==> src/rtl/acc_pkg.sv <==
// acc_pkg: state encoding, drain-length calculation and parameter defaults
// shared by the accumulator loop sequencer and its phase timer.
package acc_pkg;

    localparam int DEF_RING_DEPTH  = 10;
    localparam int DEF_PE_DEPTH    = 3;
    localparam int DEF_STAGE_DELAY = 4;
    localparam int DEF_ITER_W      = 10;
    localparam int DEF_WDOG_CYCLES = 65535;

    typedef logic [2:0] state_t;

    localparam state_t IDLE      = 3'd0;
    localparam state_t LOAD      = 3'd1;
    localparam state_t INTT      = 3'd2;
    localparam state_t DRAIN_DEC = 3'd3;
    localparam state_t NTT       = 3'd4;
    localparam state_t DRAIN_ADD = 3'd5;
    localparam state_t OUTPUT    = 3'd6;

    // Drain length: one pass of the ring through 2*PE lanes plus the pipeline depth.
    function automatic int calc_d(int ring_depth, int pe_depth, int stage_delay);
        return ((1 << ring_depth) >> (pe_depth + 1)) + stage_delay;
    endfunction

    function automatic int timer_width(int a, int b);
        return $clog2(((a > b) ? a : b) + 1);
    endfunction

endpackage

==> src/rtl/acc_phase_timer.sv <==
// acc_phase_timer: loadable down-counter with zero flag; counts the remaining
// cycles of a fixed-length phase and holds at zero.
module acc_phase_timer #(
    parameter int W = 8
) (
    input  logic         clk,
    input  logic         reset,
    input  logic         load,
    input  logic [W-1:0] value,
    output logic [W-1:0] count,
    output logic         zero
);

    assign zero = count == '0;

    always_ff @(posedge clk or posedge reset) begin
        if (reset)
            count <= '0;
        else if (load)
            count <= value;
        else if (!zero)
            count <= count - W'(1);
    end

endmodule

==> src/rtl/acc_loop_sequencer.sv <==
// acc_loop_sequencer: sequences LOAD, INTT, drains, NTT and OUTPUT of the accumulator loop.
// Define ACC_WATCHDOG_EN to bound the transform waits with a watchdog driving error.
module acc_loop_sequencer
    import acc_pkg::*;
#(
    parameter int RING_DEPTH  = DEF_RING_DEPTH,
    parameter int PE_DEPTH    = DEF_PE_DEPTH,
    parameter int STAGE_DELAY = DEF_STAGE_DELAY,
    parameter int ITER_W      = DEF_ITER_W,
    parameter int WDOG_CYCLES = DEF_WDOG_CYCLES
) (
    input  logic                  clk,
    input  logic                  reset,
    input  logic                  start,
    input  logic [ITER_W-1:0]     num_iter,
    input  logic                  done_intt,
    input  logic                  done_ntt,
    output logic                  busy,
    output logic                  done,
    output logic [ITER_W-1:0]     iter_idx,
    output logic [RING_DEPTH-1:0] in_rd_addr,
    output logic                  load_intt,
    output logic                  start_intt,
    output logic                  load_ntt,
    output logic                  start_ntt,
    output logic                  sel_feedback,
    output logic                  out_we,
    output logic [RING_DEPTH-1:0] out_addr,
    output logic                  error
);

    localparam int RING_SIZE = 1 << RING_DEPTH;
    localparam int D         = calc_d(RING_DEPTH, PE_DEPTH, STAGE_DELAY);
    localparam int TW        = timer_width(RING_SIZE + 2, D);

    state_t            state, nxt;
    logic [1:0]        step;
    logic [ITER_W-1:0] num_iter_l, iter_nxt;
    logic              t_load, t_zero, wd_hit, accept;
    logic [TW-1:0]     t_val, t_cnt;

    acc_phase_timer #(.W(TW)) u_timer (
        .clk   (clk),
        .reset (reset),
        .load  (t_load),
        .value (t_val),
        .count (t_cnt),
        .zero  (t_zero)
    );

    assign accept   = state == IDLE && start;
    assign iter_nxt = iter_idx + ITER_W'(1);

    always_comb begin
        nxt    = state;
        t_load = 1'b0;
        t_val  = TW'(RING_SIZE - 1);
        case (state)
            IDLE: begin
                nxt    = start ? LOAD : IDLE;
                t_load = start;
                t_val  = TW'(RING_SIZE + 1);
            end
            LOAD: begin
                nxt    = !t_zero ? LOAD : (num_iter_l == '0) ? OUTPUT : INTT;
                t_load = t_zero && num_iter_l == '0;
            end
            INTT: begin
                nxt    = (step != 2'd0 && done_intt) ? DRAIN_DEC : INTT;
                t_load = nxt == DRAIN_DEC;
                t_val  = TW'(D - 1);
            end
            DRAIN_DEC: nxt = t_zero ? NTT : DRAIN_DEC;
            NTT: begin
                nxt    = (step != 2'd0 && done_ntt) ? DRAIN_ADD : NTT;
                t_load = nxt == DRAIN_ADD;
                t_val  = TW'(D - 1);
            end
            DRAIN_ADD: begin
                nxt    = !t_zero ? DRAIN_ADD : (iter_nxt == num_iter_l) ? OUTPUT : INTT;
                t_load = t_zero && iter_nxt == num_iter_l;
            end
            OUTPUT:  nxt = t_zero ? IDLE : OUTPUT;
            default: nxt = IDLE;
        endcase
        if (wd_hit && nxt == state)
            nxt = IDLE;
    end

    // step: 0 on the first cycle of a state, 1 on the second, then saturates at 2
    always_ff @(posedge clk or posedge reset) begin
        if (reset) begin
            state      <= IDLE;
            step       <= 2'd0;
            iter_idx   <= '0;
            num_iter_l <= '0;
            done       <= 1'b0;
        end else begin
            state      <= nxt;
            step       <= (nxt != state) ? 2'd0 : (step == 2'd2) ? step : step + 2'd1;
            iter_idx   <= accept ? '0 : (state == DRAIN_ADD && t_zero) ? iter_nxt : iter_idx;
            num_iter_l <= accept ? num_iter : num_iter_l;
            done       <= state == OUTPUT && t_zero;
        end
    end

`ifdef ACC_WATCHDOG_EN
    localparam int WW = $clog2(WDOG_CYCLES + 1);
    logic [WW-1:0] wd_cnt;

    assign wd_hit = (state == INTT || state == NTT) && wd_cnt == WW'(WDOG_CYCLES - 1);

    always_ff @(posedge clk or posedge reset) begin
        if (reset) begin
            wd_cnt <= '0;
            error  <= 1'b0;
        end else begin
            wd_cnt <= ((state == INTT || state == NTT) && nxt == state) ? wd_cnt + WW'(1) : '0;
            error  <= (wd_hit && nxt == IDLE) ? 1'b1 : accept ? 1'b0 : error;
        end
    end
`else
    assign wd_hit = 1'b0;
    assign error  = 1'b0;
`endif

    assign busy         = state != IDLE;
    assign in_rd_addr   = (state == LOAD) ? RING_DEPTH'(TW'(RING_SIZE + 1) - t_cnt) : '0;
    assign load_intt    = state == LOAD && t_cnt == TW'(RING_SIZE);
    assign start_intt   = state == INTT && step == 2'd1;
    assign load_ntt     = state == DRAIN_DEC && t_cnt == TW'(D - 1);
    assign start_ntt    = state == NTT && step == 2'd1;
    assign sel_feedback = (state == INTT || state == DRAIN_DEC || state == NTT || state == DRAIN_ADD)
                          && iter_idx != '0;
    assign out_we       = state == OUTPUT;
    assign out_addr     = (state == OUTPUT) ? RING_DEPTH'(TW'(RING_SIZE - 1) - t_cnt) : '0;

endmodule

==> config.mk <==
export PLATFORM = sky130hd
export DESIGN_NAME = acc_loop_sequencer
export DESIGN_NICKNAME = d
export VERILOG_FILES = /design/src/rtl/acc_pkg.sv /design/src/rtl/acc_phase_timer.sv /design/src/rtl/acc_loop_sequencer.sv
export SDC_FILE = /design/constraint.sdc
export NUM_CORES = 1
export LEC_CHECK = 0
export CORE_MARGIN = 2
export CORE_UTILIZATION = 48
export CTS_BUF_LIST = sky130_fd_sc_hd__clkbuf_4
export DETAILED_ROUTE_END_ITERATION = 8
export PLACE_DENSITY_LB_ADDON = 0.08
export SKIP_LAST_GASP = 1
export SYNTH_ARGS = -nofsm -noshare
export SYNTH_HDL_FRONTEND = slang
export SYNTH_SLANG_ARGS = --single-unit
==> constraint.sdc <==
create_clock -name clk -period 2.1 [get_ports clk]
set_input_delay 0.21 -clock clk [delete_from_list [all_inputs] [get_ports clk]]
set_output_delay 0.21 -clock clk [all_outputs]
set_load 0.005 [all_outputs]
Word level (Yosys, flattened, before mapping)

Index checks and enable logic that the tools add are counted.
W data, S select, Z words.

Register bits: 37
Output and inout port bits: 39
Word-level logic and storage cells: 70
Input bits: 15

Multiplexer cells: 20
Reductions and logical operators: 23
Equality and inequality tests: 16
$add $sub $neg: 5

Operator list:

| cell                     | number |
|---|---|
| $mux W10                 | 4 |
| $mux W11                 | 2 |
| $pmux W11 S2             | 1 |
| $pmux W3 S7              | 1 |
| $mux W3                  | 6 |
| $eq A3 B3 Y1 const B     | 4 |
| $logic_and A1 B1 Y1      | 12 |
| $eq A11 B11 Y1 const B   | 1 |
| $eq A11 B7 Y1 const B    | 1 |
| $logic_not A11 Y1        | 1 |
| $sub A11 B1 Y11 const B  | 1 |
| $add A10 B1 Y10 const B  | 1 |
| $eq A10 B10 Y1           | 1 |
| $logic_not A10 Y1        | 1 |
| $reduce_bool A10 Y1      | 1 |
| $sub A1 B10 Y10 const A  | 1 |
| $sub A10 B10 Y10 const A | 1 |
| $eq A3 B2 Y1 const B     | 2 |
| $pmux W1 S5              | 1 |
| $eq A2 B2 Y1 const B     | 2 |
| $mux W2                  | 2 |
| $ne A2 B2 Y1 const B     | 2 |
| $reduce_bool A2 Y1       | 2 |
| $eq A3 B1 Y1 const B     | 1 |
| other kinds (8)          | 12 |

Logic depth before layout (Yosys ltp)

Gate-level depths: netlist (run 1).

Depth in word-level cells: 7
Gate-level depth with buffers: 9
Mapped depth without buffers: 8

By module

Synthesis (run 1) repeated with hierarchy kept, for this count alone.

Cell total of the unflattened synthesis: 295
Area, all modules: 2533.7 sq um

By module, submodules not included:

| module             | area each (sq um) | instances | cells each | seq. area each (sq um) |
|---|---|---|---|---|
| acc_loop_sequencer | 1925.6            | 1         | 234        | 650.6 |
| acc_phase_timer    | 608.1             | 1         | 61         | 275.3 |

Worst setup path before layout (run 1)

OpenSTA, ideal clock, no wires.

Path type: register to output
Start: reg u_timer.count[0]
End: out load_intt
Setup slack: -0.270 ns
Arrival: 2.160 ns
Buffers on the path: 0
Data required time: 1.890 ns
Cell stages (with the launch flop): 7
Cell sequence: dfrtp_1 > inv_1 > ha_1 > or3b_4 > or4_4 > or4_1 > nor3_1

Word-level cells in the longest chain between the ends: 2

Ends and longest elaborated chain:

| what                   | RTL line                  | RTL |
|---|---|---|
| from (decl)            | acc_phase_timer.sv:10     | `output logic [W-1:0] count,` |
| from (signal assigned) | acc_phase_timer.sv:20     | `count <= value;` |
| from (signal assigned) | acc_phase_timer.sv:22     | `count <= count - W'(1);` |
| $eq A11 B11 Y1         | acc_loop_sequencer.sv:129 | `assign load_intt = state == LOAD && t_cnt == TW'(RING_SIZE);` |
| $logic_and A1 B1 Y1    | acc_loop_sequencer.sv:129 |  |
| to (decl)              | acc_loop_sequencer.sv:22  | `output logic load_intt,` |

Every way passes these cells.

Worst setup path in the final report (run 1)

Ends and elaborated chain as after synthesis.

==> run metrics, run 1 <==
Routed WL per cell about 18 µm; initial antenna violation count 0; Crit-path slowest cell or4_4; routed vias/inst 5.77; area growth from synthesis to layout 63.2%; reg2reg start u_timer.count[0]; Post-Layout Cell Count 505; total grt overflow 0; Die W 76.4 µm; Fin Setup TNS -10.34 ns; n_diodes 0; CTS sink count 37; Final Hold Slack roughly 0.25 ns; Synth Area in Compound Gates 0.130; Switch Pwr 2.50 mW; Placeable Area 5070 µm²; cell mode on critical path or4_4; syn_area_per_cell 8.05 µm²; CP startpoint kind flip-flop; largest family of logic cells by synthesized area simple AND/OR/NAND/NOR gates; cell count after synthesis about 310; Ys Warns 0; DRC viols 0; Largest stage delay, worst path roughly 0.44 ns; largest net degree at the start of global routing 38; XOR/XNOR Fraction of Synth Area 0.0939; Antenna Nets Post-Route 0; CTS H-tree depth 2; final setup fails 47; Placed Cells 457; first-pass GRT wire length about 12,000 µm; final hold vios 0; achievable frequency 372 MHz; most common cell in the netlist nand2_1; HPWL reported at the end of detailed placement 4870 µm; Clock Latency Late Sink 0.35 ns; R2R depth 12; failing checks setup timing; Setup CP Type flip-flop to output port; ranking of synthesized cells by area dfrtp_1, nand2_1, nor2_1; Netlist cell types 46; combinational group share of total power 0.676; Slew Viols, Final 0; Seq/Total Area, Yosys 0.368; Seq pwr share 0.257; Post-synth ARST share 1.00; die area 5840 µm²; setup ws final -0.590 ns; buffer and inverter count on the worst path 2; crit path max fanout 2; total number of vias 2,913; leakage power 1.89 nW; Initial Util 0.496; drt total wl 9030 µm; critical path's top delay family simple AND/OR/NAND/NOR gates; gpl congestion 0.882; setup repair after global routing missed its margin yes; internal power 3.20 mW; min Tclk post-route 2.69 ns; Longest Clk Path Bufs 2; Sw Ratio 0.439; crit path cell chain inv_2, ha_4, or3b_4, or4_4, or4_4, nor3_2, buf_2; Worst EP arrival ~2.5 ns; port buffer count 52; area share of the largest cell type after synthesis 0.368; Place WS -0.646 ns; fin crit share 1.28; CP Capture Type output port; status complete, but fails checks; row count 26; post-synth top area cell dfrtp_1; multiplexer share of the synthesized area 0.0159; Root Driver clkbuf_4; Worst R2R Setup Slack -0.41 ns; Final Power around 5.7 mW; adder-cell share of the synthesized area 0.0437; CP required 1.89 ns; layout cells sized above 1 0.395; TritonCTS clock tree yes; Post-Syn Nets 336; pwr dens 1390 nW/µm²; First DRT Iteration DRCs about 290; Clock transition at path regs 0.13 ns; drt pass-1 iters 5; Total Routing Usage GR 0.264; Synth top cells by count nand2_1, nor2_1, dfrtp_1; ys flop type dfrtp_1; Final Util 0.810; total CTS buffers 5; worst hold path class input port to asynchronous set/reset pin; maximum VDD drop 0.000813 V; post-synthesis simple-gate area fraction 0.282; I/O pin cnt 54; Post-synth EDFFs 0; R2R Path End u_timer.count[1]; max-cap violations 0; DP Area 3390 µm²; Worst Skew 0.0245 ns; filler cell count between 300 and 400; Nets roughly 460; Syn Std Cell Area 2520 µm²; final instance area 4110 µm²; vias in the first global route 2,549; Chip Height 76.4 µm; Clock power frac 0.067; post-synthesis register bit count 37
layout by cell type (no fill, tap or decap), drive strengths merged, types with 4 or more instances in the layout:
master and instances:
mux2i 4, inv 14, o21ai 15, nor4 6, nand2 54, xor2 11, a21oi 9, nor2 39
and3 6, a31oi 8, a211oi 4, nor3 8, ha 8, xnor2 16, dfrtp 37, o31ai 6
clkdlybuf4s50 40, buf 91, clkbuf 8, nand3 10
flip-flops by register name, summed over array words and instances, names as in the netlist:
| name | count |
|---|---|
| u_timer.count | 11 |
| iter_idx | 10 |
| num_iter_l | 10 |
| state | 3 |
| step | 2 |
| done | 1 |
repair_timing:
| item | 4_1_cts | 5_1_grt |
|---|---|---|
| cloned | 0 | 1 |
| gates resized for setup | 81 | 56 |
| pin swaps | 18 | 25 |
| setup buffers | 23 | 18 |
| hold buffers | 0 | 0 |
| endpoints found under the setup margin | 41 | 52 |
kinds of logic (layout without fill, tap and decap cells):
| group | count (synthesis) | in the layout |
|---|---|---|
| and+or+nand+nor | 146 | 147 |
| AOI/OAI and AO/OA | 52 | 52 |
| DFF | 37 | 37 |
| buffers and inverters | 37 | 158 |
| xor gates and xnor gates | 27 | 27 |
| adders and majority gates | 9 | 9 |
| muxes | 4 | 4 |
| other | 1 | 1 |
metal layers:
layer | up-vias | global-route usage | share of wire
met2 | 173 | 0.435 | 0.48
li1 | 1309 | - | -
met4 | 0 | 0.0964 | 0.051
met3 | 48 | 0.0355 | 0.079
met5 | - | 0 | 0
met1 | 1383 | 0.357 | 0.39
power groups by stage:
| stage | logic (mW) | registers (mW) | clock network [mW] |
|---|---|---|---|
| global placement | 2.76 | 1.41 | 0 |
| global route | 4.12 | 1.50 | 0.420 |
| floorplan | 1.58 | 1.30 | 0 |
| CTS | 3.19 | 1.42 | 0.389 |
| finish | 3.85 | 1.46 | 0.383 |
| detailed placement | 2.79 | 1.42 | 0 |
worst max path at each step:
stage,endpoint,cells past startpoint,slack [ns],from
after floorplan,load_intt,6,-0.21,u_timer.count[0]
after global placement,load_intt,7,-0.63,u_timer.count[0]
after detailed placement,load_intt,7,-0.65,u_timer.count[0]
after CTS,load_intt,7,-0.59,u_timer.count[0]
after global routing,load_intt,7,-0.70,u_timer.count[0]
final,load_intt,7,-0.59,u_timer.count[0]
tightest hold or removal path, cell delays in order:
cell             delay (ns)
clkdlybuf4s50_1        0.39
inv_1                  0.05
buf_4                  0.41
final cells by class:
class | instances | area, µm² | share of cell area
Inverter | 14 | 52.6 | 0.0128
Clock buffer | 6 | 45.0 | 0.0110
Clock inverter | 2 | 10.0 | 0.00243
Tap cell | 70 | 87.6 | 0.0213
Timing Repair Buffer | 136 | 1190 | 0.288
Multi-Input combinational cell | 240 | 1800 | 0.437
Sequential cell | 37 | 933 | 0.227
Note: power is estimated with default switching activity, not from simulation.
==> run 2, diff against run 1 <==
--- a/config.mk
+++ b/config.mk
@@ -7,7 +7,7 @@
 export LEC_CHECK = 0
 export CORE_MARGIN = 2
 export CORE_UTILIZATION = 48
-export CTS_BUF_LIST = sky130_fd_sc_hd__clkbuf_4
+export CTS_BUF_LIST = sky130_fd_sc_hd__clkbuf_8
 export DETAILED_ROUTE_END_ITERATION = 8
 export PLACE_DENSITY_LB_ADDON = 0.08
 export SKIP_LAST_GASP = 1
==> run 2 against run 1 <==
  * Sequential power about the same
  * The run still ends with setup timing left
  * Fmax up 2.3%
  * Final area down 1.5%
  * Clock power up 29%
  * Combinational power down 3%
  * Highest routed layer unchanged
  * Die area unchanged
==> run metrics, run 2 (same netlist as run 1, synthesis figures left out) <==
most frequent cells in the layout buf_4, nand2_1, clkdlybuf4s50_1; Total Routing Usage GR 0.256; worst hold path class input port to asynchronous set/reset pin; row count 26; final setup fails 45; CTS sink count 37; setup ws final -0.529 ns; DRC viols 0; port buffer count 52; gpl congestion 0.882; Chip Height between 70 and 80 µm; CTS H-tree depth 2; achievable frequency 380 MHz; crit path max fanout 2; Worst EP arrival 2.42 ns; HPWL reported at the end of detailed placement 4870 µm; initial antenna violation count 0; final hold vios 0; maximum VDD drop 0.000741 V; total grt overflow 0; min Tclk post-route 2.63 ns; Antenna Nets Post-Route 0; drt pass-1 iters 5; Routed WL per cell 17.7 µm; total number of vias approximately 2,800; TritonCTS clock tree yes; First DRT Iteration DRCs ~280; multi-input logic area 1760 µm²; Die W 76.4 µm; layout cells sized above 1 0.362; Root Driver clkbuf_8; status complete, but fails checks; die area about 6000 µm²; Final Power 5.68 mW; fin crit share 1.25; Placeable Area 5070 µm²; leakage power between 1.5 and 2 nW; area growth from synthesis to layout 60.9%; Nets 448; CP required approximately 1.9 ns; CP Capture Type output port; Most flops, register u_timer.count; Setup CP Type flip-flop to output port; max-cap violations 0; storage element area 931 µm²; Largest register FFs 11; Clock transition at path regs 0.08 ns; Longest Clk Path Bufs 2; filler cell count 338; drt total wl 8780 µm; Slew Viols, Final 0; failing checks setup timing; largest net degree at the start of global routing 38; Initial Util 0.496; Worst Skew 0.0166 ns; CP startpoint kind flip-flop; Place WS -0.646 ns; routed vias/inst 5.69; n_diodes 0; Top Registers u_timer.count x11, iter_idx x10, num_iter_l x10; setup repair after global routing missed its margin yes; total CTS buffers 5; I/O pin cnt between 50 and 60; pwr dens 1400 nW/µm²; first-pass GRT wire length ~12,000 µm; Clock Latency Late Sink about 0.3 ns; most common cell after layout, fill and taps aside buf_4; vias in the first global route 2,463
## run 2: changes by cell type in the layout (fill, tap and decap cells not counted), sizes merged
cell / previous run / this run
buf: 91 / 83
nand2: 54 / 53
clkdlybuf4s50: 40 / 42
dlygate4sd2: 1 / 2
dlymetal6s2s: 2 / 1
inv: 14 / 15
clkbuf: 8 / 5
## run 2: repair_timing
| action | CTS | global route |
|---|---|---|
| hold buffers | 0 | 0 |
| resized for setup | 70 | 54 |
| setup buffers | 17 | 16 |
| pin swaps | 18 | 17 |
| setup endpoints to repair | 41 | 47 |
## run 2: per-layer routing
metal	up-vias	GRT usage	wire length, µm
met4	0	0.0818	393
met5	-	0	0
met2	154	0.401	4380
li1	1287	-	-
met3	33	0.0367	563
met1	1350	0.366	3440
## run 2: path summary, 6_finish.rpt
check	from	cells after the start	endpoint	slack, ns
max	u_timer.count[0]	7	load_intt	-0.53
min	reset	3	iter_idx[5]	0.31
max reg2reg	u_timer.count[0]	12	u_timer.count[1]	-0.48
min reg2reg	state[2]	1	state[0]	0.51
max in group asynchronous	reset	3	state[2]	1.42
min in group clk	num_iter[8]	3	num_iter_l[8]	0.43
## run 2: worst max-delay path, cell delays in order (launching register included)
cell     delay, ns
dfrtp_1       0.40
inv_2         0.09
ha_4          0.13
or3b_4        0.37
or4_4         0.42
or4_4         0.44
nor3_2        0.14
buf_2         0.13
## run 2: final cells by class
| class | count | share of cell area |
|---|---|---|
| inverter | 14 | 0.0136 |
| tap | 70 | 0.0216 |
| sequential | 37 | 0.230 |
| clock inverter | 3 | 0.00340 |
| multi-input combinational | 239 | 0.435 |
| clock buffer | 5 | 0.0170 |
| timing repair buffer | 128 | 0.279 |
## run 2: where the power goes
part	switching (mW)	internal, mW
sequential	0.427	1.03
combinational	1.78	1.94
clock	0.268	0.225
total	2.48	3.20
## run 2: stage by stage
stage / std cells / cell area [µm²] / hold slack [ns] / util / setup TNS [ns]
floorplan: 313 / 2560 / 0.315 / - / -0.556
global placement: 457 / 3390 / 0.511 / 0.669 / -1.81
detailed placement: 457 / 3390 / 0.525 / 0.669 / -2.14
CTS: 481 / 3790 / 0.334 / 0.747 / -2.88
global route: 496 / 4050 / 0.357 / 0.798 / -11.86
finish: 496 / 4050 / 0.313 / 0.798 / -9.24
